[src/rtl/fetch_prefetch_queue.sv]
// Instruction prefetch queue: runs ahead of fetch by up to DEPTH words over a
// ready/valid memory port, delivers {pc, instr} in order, flushes on redirect.
module fetch_prefetch_queue #(
   parameter int              XLEN     = 32,
   parameter int              DEPTH    = 4,
   parameter logic [XLEN-1:0] RESET_PC = '0
) (
   input  logic                     clk,
   input  logic                     rst,
   output logic                     mem_req_valid,
   input  logic                     mem_req_ready,
   output logic [XLEN-1:0]          mem_req_addr,
   input  logic                     mem_rsp_valid,
   input  logic [XLEN-1:0]          mem_rsp_data,
   input  logic                     redirect,
   input  logic [XLEN-1:0]          redirect_pc,
   output logic                     out_valid,
   input  logic                     out_ready,
   output logic [XLEN-1:0]          out_pc,
   output logic [XLEN-1:0]          out_instr,
   output logic [$clog2(DEPTH):0]   occupancy,
   output logic                     proto_err
);

   localparam int              PW      = $clog2(DEPTH);
   localparam logic [PW+1:0]   DEPTH_B = (PW+2)'(DEPTH);

   // Pointers carry one extra wrap bit so full and empty are distinguishable.
   logic [PW:0]      alloc_ptr;
   logic [PW:0]      fill_ptr;
   logic [PW:0]      read_ptr;
   logic [PW:0]      drop_cnt;
   logic [PW:0]      drop_nxt;
   logic [XLEN-1:0]  fetch_pc;

   logic [XLEN-1:0]  slot_pc    [DEPTH];
   logic [XLEN-1:0]  slot_instr [DEPTH];
   logic [DEPTH-1:0] slot_filled;

   logic [PW-1:0]    alloc_idx;
   logic [PW-1:0]    fill_idx;
   logic [PW-1:0]    read_idx;
   logic [PW:0]      live_inflight;
   logic [PW+1:0]    budget;

   logic             req_fire;
   logic             pop_fire;
   logic             rsp_drop;
   logic             rsp_fill;
   logic             rsp_orphan;

   assign alloc_idx     = alloc_ptr[PW-1:0];
   assign fill_idx      = fill_ptr[PW-1:0];
   assign read_idx      = read_ptr[PW-1:0];

   assign occupancy     = alloc_ptr - read_ptr;
   assign live_inflight = alloc_ptr - fill_ptr;
   assign budget        = {1'b0, occupancy} + {1'b0, drop_cnt};

   // Responses still owed to flushed requests count against the window, so
   // the memory never has more than DEPTH requests outstanding.
   assign mem_req_valid = !rst && !redirect && (budget < DEPTH_B);
   assign mem_req_addr  = fetch_pc;

   assign out_valid     = slot_filled[read_idx];
   assign out_pc        = slot_pc[read_idx];
   assign out_instr     = slot_instr[read_idx];

   assign req_fire      = mem_req_valid && mem_req_ready;
   assign pop_fire      = out_valid && out_ready && !redirect;
   assign rsp_drop      = mem_rsp_valid && (drop_cnt != '0);
   assign rsp_orphan    = mem_rsp_valid && (drop_cnt == '0) && (live_inflight == '0);
   assign rsp_fill      = mem_rsp_valid && (drop_cnt == '0) && (live_inflight != '0)
                          && !redirect;

   // A response arriving with a redirect retires an old drop first, otherwise
   // it belongs to one of the live slots being flushed.
   always_comb begin
      drop_nxt = drop_cnt;
      if (redirect) begin
         drop_nxt = drop_cnt + live_inflight;
         if (mem_rsp_valid && !rsp_orphan) begin
            drop_nxt = drop_nxt - 1'b1;
         end
      end else if (rsp_drop) begin
         drop_nxt = drop_cnt - 1'b1;
      end
   end

   always_ff @(posedge clk or posedge rst) begin
      if (rst) begin
         fetch_pc  <= RESET_PC;
         alloc_ptr <= '0;
         fill_ptr  <= '0;
         read_ptr  <= '0;
         drop_cnt  <= '0;
         proto_err <= 1'b0;
      end else begin
         drop_cnt  <= drop_nxt;
         proto_err <= proto_err | rsp_orphan;
         if (redirect) begin
            fetch_pc <= redirect_pc;
            fill_ptr <= alloc_ptr;
            read_ptr <= alloc_ptr;
         end else begin
            if (req_fire) begin
               fetch_pc  <= fetch_pc + XLEN'(4);
               alloc_ptr <= alloc_ptr + 1'b1;
            end
            if (rsp_fill) begin
               fill_ptr <= fill_ptr + 1'b1;
            end
            if (pop_fire) begin
               read_ptr <= read_ptr + 1'b1;
            end
         end
      end
   end

   // Slot storage; allocate, fill and pop never touch the same slot in one cycle.
   always_ff @(posedge clk or posedge rst) begin
      if (rst) begin
         slot_filled <= '0;
         for (int i = 0; i < DEPTH; i++) begin
            slot_pc[i]    <= '0;
            slot_instr[i] <= '0;
         end
      end else if (redirect) begin
         slot_filled <= '0;
      end else begin
         if (req_fire) begin
            slot_pc[alloc_idx]     <= fetch_pc;
            slot_filled[alloc_idx] <= 1'b0;
         end
         if (rsp_fill) begin
            slot_instr[fill_idx]  <= mem_rsp_data;
            slot_filled[fill_idx] <= 1'b1;
         end
         if (pop_fire) begin
            slot_filled[read_idx] <= 1'b0;
         end
      end
   end

endmodule

[config.mk]
export PLATFORM = sky130hd
export DESIGN_NAME = fetch_prefetch_queue
export DESIGN_NICKNAME = d
export VERILOG_FILES = /design/src/rtl/fetch_prefetch_queue.sv
export SDC_FILE = /design/constraint.sdc
export NUM_CORES = 1
export LEC_CHECK = 0
export CORE_AREA = 3 3 149 296
export CTS_CLUSTER_SIZE = 24
export DETAILED_ROUTE_END_ITERATION = 10
export DIE_AREA = 0 0 152 299
export SETUP_SLACK_MARGIN = 0.1
export SLEW_MARGIN = 20
export SYNTH_ARGS = -nofsm -noshare
export SYNTH_HDL_FRONTEND = slang
export SYNTH_SLANG_ARGS = --single-unit
[constraint.sdc]
create_clock -name clk -period 16.71 [get_ports clk]
set_input_delay 2.5065 -clock clk [delete_from_list [all_inputs] [get_ports clk]]
set_output_delay 2.5065 -clock clk [all_outputs]
set_load 0.005 [all_outputs]
# Word level (Yosys, flattened, before mapping)
# Index checks and enable logic that the tools add are counted.
# word_totals
elab_cells	111
register_bits	305
# op_classes
mux	35
n_addsub	10
magnitude_cmp	12
reduce_logical	29
n_bitwise	10
# ops
op	n
bitwise mux 128 bit	2
two-way mux 32 bit	8
binary-select mux 32 bit (select 2 bit)	2
demux 32 bit (select 2 bit)	2
adder 32 x 3 -> 32 bit, second input constant	1
two-way mux 4 bit	6
two-way mux 3 bit	7
logical AND 1 bit	16
adder 3 x 1 -> 3 bit, second input constant	3
>= comparator 3 bit, second input constant	3
less-than comparator 2 x 3 -> 1 bit, second input constant	3
NOT 2 -> 3 bit	3
AND 4 bit	2
NOT 4 bit	2
nonzero test 2 bit	4
demux 1 bit (select 2 bit)	3
>= comparator 2 x 1 -> 1 bit, second input constant	3
logical NOT 3 bit	2
less-than comparator 3 x 1 -> 1 bit, second input constant	2
nonzero test 3 bit	2
subtractor 3 x 1 -> 3 bit, second input constant	2
subtractor 3 bit	2
adder 3 x 3 -> 4 bit	1
less-than comparator 4 x 3 -> 1 bit, second input constant	1
other kinds (8)	14

# Longest topological paths before layout
# Gate-level depths: netlist (run 1).
# depth
depth_word	14
depth_mapped	15
depth_no_buf	12

# Worst setup path after synthesis (run 1)
# Ideal clock, no wire load.
# synth_path
path_type	in2out
start	in redirect
end	out mem_req_valid
cell_stages	4
arrival_ns	3.273
slack_ns	10.931
n_path_buf	2
path_cell_list	buf_4 clkinv_1 clkbuf_1 and3_1
# synth_between
elab_chain_len	3
# synth_rtl
item	line_no	text
start: declaration	15	input logic redirect,
logical NOT 1 bit	62	assign mem_req_valid = !rst && !redirect && (budget < DEPTH_B);
logical AND 1 bit (2 in series)	62	
end: declaration	10	output logic mem_req_valid,
# No other way between the ends.

# Final worst setup path (run 1)
# Ends and elaborated chain as after synthesis.

==> flow_summary.yaml, run 1 <==
finish:
  regArea_sq_mm: 0.00764
  fill_cells: 3937
  drive_above_1_share: 0.330
  fin_util: 0.426
  area_growth_pct: 21.8
  multi_input_area_sq_mm: 0.00655
  final_nets: 1238
  diodes: 0
pwr:
  pwr-share-clk: 0.238
  p_int_mw: 2.16
  power_leakage_nw: 7.90
  p_switching_mw: 0.910
  ir_drop_mv: 0.0825
  p_per_area_mw_per_mm2: 172
  p_seq_frac: 0.394
  swShare: 0.297
  p_comb_frac: 0.369
yosys:
  yosys.area.top_type: "dfrtp_1"
  yosys.area_share.simple: 0.0545
  synth.distinct_cells: 54
  synth.most_common_cell: "dfrtp_1"
  syn_area_per_cell_sq_um: 14.7
  synth-compound-area-share: 0.0398
  synth_top_family_by_area: "multiplexers"
  ys_seq_area_frac: 0.521
  netlist_top_cells_area: "dfrtp_1 (52%), mux2_4 (12%), mux4_2 (10%)"
  muxShareOfSynthArea: 0.315
  synth_top_area_share: 0.521
  synth_nets: 1090
  synth_ff_type: "dfrtp_1"
  synth_area_sq_mm: 0.0147
  yosys-top-cells-count: "dfrtp_1 (305), mux2_2 (126), mux2_4 (114), nand2_1 (69), mux4_2 (65)"
  synth_edf_count: 0
  synth-seq-cells: 305
  synth_xor_area_frac: 0.0154
  synthArstFlopShare: 1.00
  synth_fa_ha_area_frac: 0.0220
  ys_warn_count: 0
  netlist_instances: 996
grt:
  grt_first_pass_wirelength_um: 58900
  grt_max_degree: 174
  grt_overflow_total: 0
  grt_use_total: 0.162
  grt_pass1_vias: 9837
  antenna_found_initial: 1
route:
  wire_per_inst_um: 21.5
  viasPerCell: 5.15
  ant_nets: 0
  wl_um: 36700
  drcViolationCount: 0
  drt_iter0_markers: 350
  firstDrtPassIters: 4
  vias: 8797
critical_path:
  worst_r2r_path_depth: 11
  worstSetupStartpointType: "input pin"
  critPathMaxFanout: 63
  endpoint_kind: "output pin"
  critical_path_arrival_ps: 4700
  cp.required_ps: 14200
  path_class: "input pin to output pin"
clocking:
  post_cts_buffers: 0
  ctsHoldBuffers: 0
  cts_max_level: 1
  cts_max_path_buffers: 3
  cts.sink_count: 305
  cts_tree: "yes"
  cts.repair.resized: 0
  numCtsBuffers: 31
  insertion_delay_ps: 570
  cts_root_buffer: "clkbuf_16"
  cts.clk_slew.worst_paths_ps: 60
run_status:
  outcome: "finished clean"
sta:
  hold_slack_ps: 476
  period_minus_slack_ps: 7210
  fin_setup_tns_ps: 0
  rsz0062_at_grt: "false"
  setup_viol: 0
  max_freq_ghz: 0.139
  fin_skew_ps: 10.2
  hold_viol: 0
  timing.final.crit_share: 0.431
  slew_headroom: 0.291
  slew_violations: 0
  tightest_slew_ps: 1060
min_path:
  holdCritPathClass: "flip-flop to flip-flop"
  holdPathStages: 2
floorplan:
  row_count: 106
  die_h_um: 299
  io_pins: 172
  dieArea_sq_mm: 0.0454
  core_sq_mm: 0.0419
  start_util: 0.350
  die_w_um: 152
placed_design:
  gp_routability_congestion: 0.811
  dp_hpwl_um: 23800
  port-buffer-count: 171
flow_run:
  drv_cap: 0
==> stage by stage <==
step	power [mW]	instances	setup WS [ps]	instance area, sq um
after floorplan	1.90	996	5770	14700
after global placement	2.34	1651	9520	16800
after detailed placement	2.37	1651	9510	16800
after CTS	3.12	1708	9480	17900
after global routing	3.26	1708	9310	17900
final	3.07	1708	9500	17900
==> placed cells by master (no fill, tap or decap), types with 4 or more instances in the layout <==
cell type / instances
clkbuf_8: 5
mux4_2: 65
nor2_1: 14
inv_1: 22
nand4_1: 15
nand2_1: 65
buf_4: 13
xor2_1: 10
nand3_1: 14
nor3_1: 5
clkbuf_1: 7
xnor2_1: 13
clkinv_2: 4
dfrtp_1: 303
bufinv_16: 4
a21oi_1: 14
o211ai_1: 8
mux2_4: 114
clkbuf_16: 31
clkdlybuf4s50_1: 170
nor4_1: 8
nand2_2: 4
o311ai_0: 9
mux2_2: 126
ha_1: 21
and4_1: 4
a211oi_1: 4
o21ai_0: 40
==> path summary, 6_finish.rpt <==
check / start / end / slack, ps
setup / recovery: redirect / mem_req_valid / 9500
hold / removal: slot_pc[116]$_DFFE_PP0P_ / slot_pc[116]$_DFFE_PP0P_ / 480
setup reg to reg: read_ptr[0]$_DFFE_PP0P_ / mem_req_addr[28]$_DFFE_PP0N_ / 12050
hold reg to reg: slot_pc[116]$_DFFE_PP0P_ / slot_pc[116]$_DFFE_PP0P_ / 480
max in group asynchronous: rst / slot_instr[73]$_DFFE_PP0P_ / 12620
min in group asynchronous: rst / mem_req_addr[18]$_DFFE_PP0N_ / 2550
==> flip-flops by register name, summed over array words and instances (netlist names) <==
signal and count:
slot_instr 128, mem_req_addr 32, read_ptr 3, proto_err 1
drop_cnt 3, slot_filled 4, fill_ptr 3, alloc_ptr 3
slot_pc 128
==> power by group through the flow <==
stage | clock network [mW] | logic, mW | registers, mW
floorplan | 0 | 0.775 | 1.12
global placement | 0 | 1.13 | 1.21
detailed placement | 0 | 1.15 | 1.22
CTS | 0.755 | 1.16 | 1.21
global route | 0.782 | 1.23 | 1.25
finish | 0.728 | 1.13 | 1.21
==> per-layer routing <==
| metal | vias up | global-route usage | wire, um |
|---|---|---|---|
| met5 | - | 0 | 9 |
| met4 | 2 | 0.0476 | 962 |
| met3 | 55 | 0.0216 | 1520 |
| met2 | 225 | 0.309 | 20200 |
| met1 | 4574 | 0.188 | 14000 |
| li1 | 3941 | - | - |
==> layout make-up <==
| type | count | area share |
|---|---|---|
| inverter | 24 | 0.00547 |
| clock inverter | 14 | 0.0106 |
| multi-input combinational | 597 | 0.367 |
| tap | 540 | 0.0378 |
| timing repair buffer | 185 | 0.102 |
| sequential | 305 | 0.428 |
| clock buffer | 43 | 0.0488 |
==> critical path, stage by stage <==
cell and delay (ps):
buf_2 80, buf_4 560, clkinv_1 720, and3_1 360, clkdlybuf4s50_1 440
==> kinds of logic (layout without fill, tap and decap cells) <==
group,after synthesis,count (layout)
compound gates,91,91
xor+xnor,24,24
fa+ha+maj,24,24
buf+inv,94,266
flops,305,305
mux,307,307
simple gates,151,151
(Power assumes the default switching activity.)
==> run 2, diff against run 1 <==
==> constraint.sdc (replaced) <==
create_clock -name clk -period 7 [get_ports clk]
set_input_delay 1.05 -clock clk [delete_from_list [all_inputs] [get_ports clk]]
set_output_delay 1.05 -clock clk [all_outputs]
set_load 0.005 [all_outputs]
==> flow_summary.yaml, run 2 (synthesis gave the netlist of run 1 again) <==
run_status:
  outcome: "finished clean"
min_path:
  holdPathStages: 2
  holdCritPathClass: "flip-flop to flip-flop"
  hold-path-endpoint: "slot_pc[119]$_DFFE_PP0P_"
  worstHoldStart: "slot_pc[119]$_DFFE_PP0P_"
clocking:
  cts.clk_slew.worst_paths_ps: 70
  cts.sink_count: 305
  ctsHoldBuffers: 0
  numCtsBuffers: 31
  cts_root_buffer: "clkbuf_16"
  post_cts_buffers: 0
  cts.repair.resized: 0
  insertion_delay_ps: 590
  cts_tree: "yes"
  cts_max_path_buffers: 3
  cts_max_level: 1
pwr:
  p_per_area_mw_per_mm2: 411
  p_total_mw: 7.34
  ir_drop_mv: 0.170
  power_leakage_nw: 7.91
critical_path:
  rrSetupSlack_ps: 2810
  endpoint_kind: "output pin"
  critical_path.cell_chain: "ha_1, inv_1, fa_1, xor2_1, xnor2_1, ha_1, nor4_1, and3_1, clkdlybuf4s50_1"
  worst_r2r_path_depth: 11
  cp_top_family: "adder cells"
  r2r_end: "mem_req_addr[18]$_DFFE_PP0N_"
  slowest_stage: "dfrtp_4"
  crit_path_frequent_cell: "ha_1"
  path_buf_inv: 2
  r2r_start: "read_ptr[0]$_DFFE_PP0P_"
  max_stage_delay_ps: 740
  path_class: "flip-flop to output pin"
  critPathMaxFanout: 22
  worstSetupStartpointType: "flip-flop"
  cp.required_ps: 5950
  critical_path_arrival_ps: 3800
route:
  drt_iter0_markers: 373
  vias: 8779
  wire_per_inst_um: 21.6
  wl_um: 36900
  firstDrtPassIters: 5
  drcViolationCount: 0
  ant_nets: 0
  viasPerCell: 5.14
sta:
  tightest_slew_ps: 1120
  setup_viol: 0
  timing.final.crit_share: 0.692
  hold_viol: 0
  setup_ws_ps: 2150
  period_minus_slack_ps: 4850
  slew_headroom: 0.250
  fin_skew_ps: 16.7
  rsz0062_at_grt: "false"
  max_freq_ghz: 0.206
  fin_setup_tns_ps: 0
  hold_slack_ps: 481
  slew_violations: 0
grt:
  grt_pass1_vias: 9615
  grt_max_degree: 190
  grt_overflow_total: 0
  antenna_found_initial: 0
  grt_first_pass_wirelength_um: 58100
  grt_use_total: 0.161
placed_design:
  dp_hpwl_um: 23900
  dp_slack_ps: 2770
  gp_routability_congestion: 0.770
  dp.cells: 1650
  post_dp_cell_area_sq_mm: 0.0168
  port-buffer-count: 171
finish:
  final-instance-count-excl-fill: 1709
  final_nets: 1238
  diodes: 0
  final_common_cell: "dfrtp_1"
  fin_util: 0.426
  multi_input_area_sq_mm: 0.00655
  area_growth_pct: 22.0
  mostFrequentLayoutCells: "dfrtp_1 (303), clkdlybuf4s50_1 (170), mux2_2 (126)"
  drive_above_1_share: 0.333
  fin_area_sq_mm: 0.0179
  fill_cells: 3882
  regArea_sq_mm: 0.00764
floorplan:
  die_w_um: 152
  start_util: 0.350
  row_count: 106
  core_sq_mm: 0.0419
  io_pins: 172
  die_h_um: 299
  dieArea_sq_mm: 0.0454
flow_run:
  drv_cap: 0
[run 2: cell count changes in the layout (fill, tap and decap cells not counted), moves of 2 or more]
cell and change:
clkinvlp_4 +2, buf_4 -3, clkbuf_1 -2, buf_6 +2
[run 2: layer usage]
metal,GRT usage,vias up,routed length [um]
li1,-,3954,-
met1,0.187,4581,14400
met2,0.306,197,20400
met3,0.0226,47,1350
met4,0.0444,0,840
met5,0,-,0
[run 2: worst max-delay path by stage]
| stage | start | to | slack, ps | cells after the start |
|---|---|---|---|---|
| floorplan | rst | alloc_ptr[0]$_DFFE_PP0P_ | 1890 | 1 |
| global placement | read_ptr[0]$_DFFE_PP0P_ | mem_req_valid | 2740 | 9 |
| detailed placement | read_ptr[0]$_DFFE_PP0P_ | mem_req_valid | 2770 | 9 |
| CTS | read_ptr[0]$_DFFE_PP0P_ | mem_req_valid | 2090 | 9 |
| global route | read_ptr[0]$_DFFE_PP0P_ | mem_req_valid | 1930 | 9 |
| finish | read_ptr[0]$_DFFE_PP0P_ | mem_req_valid | 2150 | 9 |
[run 2: where the power goes]
part           total (mW)  internal [mW]  switching (mW)
clock network        1.74          0.994           0.745
logic                2.73           1.74           0.990
registers            2.87           2.40           0.472
[run 2: final cells by class]
class	count	share of cell area
Clock buffer	42	0.0491
Multi-Input combinational cell	597	0.367
Inverter	24	0.00525
Timing Repair Buffer	185	0.104
Sequential cell	305	0.427
Tap cell	540	0.0378
Clock inverter	16	0.0102
[run 2: worst register-to-register path, stage by stage (launching register included)]
cell and delay [ps]:
dfrtp_4 740, ha_1 250, inv_1 50, fa_1 370, xor2_1 160, xnor2_1 200, ha_1 260, nor4_1 390
nand4_1 770, nor4_1 580, xnor2_1 170, o21ai_0 90
==> run 3, diff against run 2 <==
==> constraint.sdc (replaced) <==
create_clock -name clk -period 5.1 [get_ports clk]
set_input_delay 0.765 -clock clk [delete_from_list [all_inputs] [get_ports clk]]
set_output_delay 0.765 -clock clk [all_outputs]
set_load 0.005 [all_outputs]
==> flow_summary.yaml, run 3 (synthesis gave the netlist of run 1 again) <==
critical_path:
  endpoint_kind: "output pin"
  worstSetupStartpointType: "flip-flop"
  critical_path.cell_chain: "inv_1, fa_1, xor2_1, xnor2_1, ha_1, nor4_1, and3_1, clkdlybuf4s50_1"
  path_class: "flip-flop to output pin"
  cp.required_ps: 4340
  max_stage_delay_ps: 660
  critical_path_arrival_ps: 3710
  critPathMaxFanout: 22
  slowest_stage: "dfrtp_4"
pwr:
  p_comb_frac: 0.382
  power_leakage_nw: 7.89
  p_seq_frac: 0.393
  p_per_area_mw_per_mm2: 557
  pwr-share-clk: 0.225
  p_switching_mw: 2.93
  p_int_mw: 6.98
  swShare: 0.296
  ir_drop_mv: 0.263
floorplan:
  core_sq_mm: 0.0419
  io_pins: 172
  row_count: 106
  die_h_um: 299
  die_w_um: 152
  dieArea_sq_mm: 0.0454
  start_util: 0.350
route:
  viasPerCell: 5.16
  wl_um: 37000
  drt_iter0_markers: 310
  drcViolationCount: 0
  firstDrtPassIters: 4
  wire_per_inst_um: 21.7
  vias: 8807
  ant_nets: 0
grt:
  grt_pass1_vias: 9766
  grt_first_pass_wirelength_um: 58900
  grt_overflow_total: 0
  antenna_found_initial: 0
  grt_use_total: 0.162
  grt_max_degree: 133
finish:
  diodes: 0
  final_nets: 1241
  final_common_cell: "dfrtp_1"
  fin_area_sq_mm: 0.0178
  fill_cells: 3906
  area_growth_pct: 21.4
  drive_above_1_share: 0.330
  mostFrequentLayoutCells: "dfrtp_1 (303), clkdlybuf4s50_1 (170), mux2_2 (126)"
sta:
  slew_violations: 0
  setup_viol: 0
  tightest_slew_ps: 1090
  rsz0062_at_grt: "false"
  slew_headroom: 0.271
  period_minus_slack_ps: 4480
  timing.final.crit_share: 0.878
  hold_viol: 0
  fin_setup_tns_ps: 0
  hold_slack_ps: 466
  fin_skew_ps: 13.4
  max_freq_ghz: 0.223
clocking:
  cts_max_path_buffers: 3
  cts.sink_count: 305
  cts_root_buffer: "clkbuf_16"
  cts.repair.resized: 0
  ctsHoldBuffers: 0
  numCtsBuffers: 29
  cts_max_level: 1
  cts_tree: "yes"
  post_cts_buffers: 0
  insertion_delay_ps: 560
  cts.clk_slew.worst_paths_ps: 70
placed_design:
  gp_routability_congestion: 0.765
  dp_hpwl_um: 24200
  post_dp_cell_area_sq_mm: 0.0168
  port-buffer-count: 171
flow_run:
  drv_cap: 0
min_path:
  holdCritPathClass: "flip-flop to flip-flop"
run_status:
  outcome: "finished clean"
## run 3: layout make-up
type                    instances  area, sq um  share of cell area
inverters                      24         93.8             0.00527
flip-flops and latches        305         7640               0.429
clock buffers                  43          848              0.0477
multi-input cells             597         6550               0.368
well taps                     540          676              0.0380
clock inverters                 8          119             0.00668
repair buffers                190         1860               0.105
## run 3: power by group through the flow
stage | registers, mW | clock network, mW | logic [mW]
floorplan | 3.68 | 0 | 2.54
global placement | 3.88 | 0 | 3.80
detailed placement | 3.93 | 0 | 3.85
CTS | 3.89 | 2.32 | 3.87
global route | 4.00 | 2.42 | 4.12
finish | 3.89 | 2.22 | 3.79
## run 3: critical path, delay by kind of cell (launching register included)
kind	cells	cell delay, ps
xor+xnor	2	390
fa+ha+maj	2	700
buf+inv	2	710
flops	1	660
simple gates	2	690
## run 3: path summary, 6_finish.rpt
check                                   startpoint                    endpoint  slack, ps  cells past startpoint
setup / recovery           read_ptr[1]$_DFFE_PP0P_               mem_req_valid        620                      8
hold / removal                 proto_err$_DFF_PP0_         proto_err$_DFF_PP0_        470                      1
setup reg to reg           read_ptr[1]$_DFFE_PP0P_     slot_pc[56]$_DFFE_PP0P_       1000                      9
hold reg to reg                proto_err$_DFF_PP0_         proto_err$_DFF_PP0_        470                      1
max in group asynchronous                      rst  slot_instr[83]$_DFFE_PP0P_       3450                      3
min in group asynchronous                      rst     slot_pc[59]$_DFFE_PP0P_        610                      2
## run 3: metal layers
metal  vias up  wire length (um)  global-route usage
met2       204             19800               0.301
met3        40              1240              0.0206
met1      4608             15100               0.195
met5         -                 0                   0
li1       3955                 -                   -
met4         0               889              0.0476
## run 3: stage by stage
stage	worst slack, ps	power [mW]	utilization	instances
floorplan	278	6.22	-	996
global placement	1100	7.68	0.401	1656
detailed placement	1000	7.78	0.401	1656
CTS	564	10.1	0.425	1707
global route	444	10.5	0.425	1707
finish	620	9.90	0.425	1707
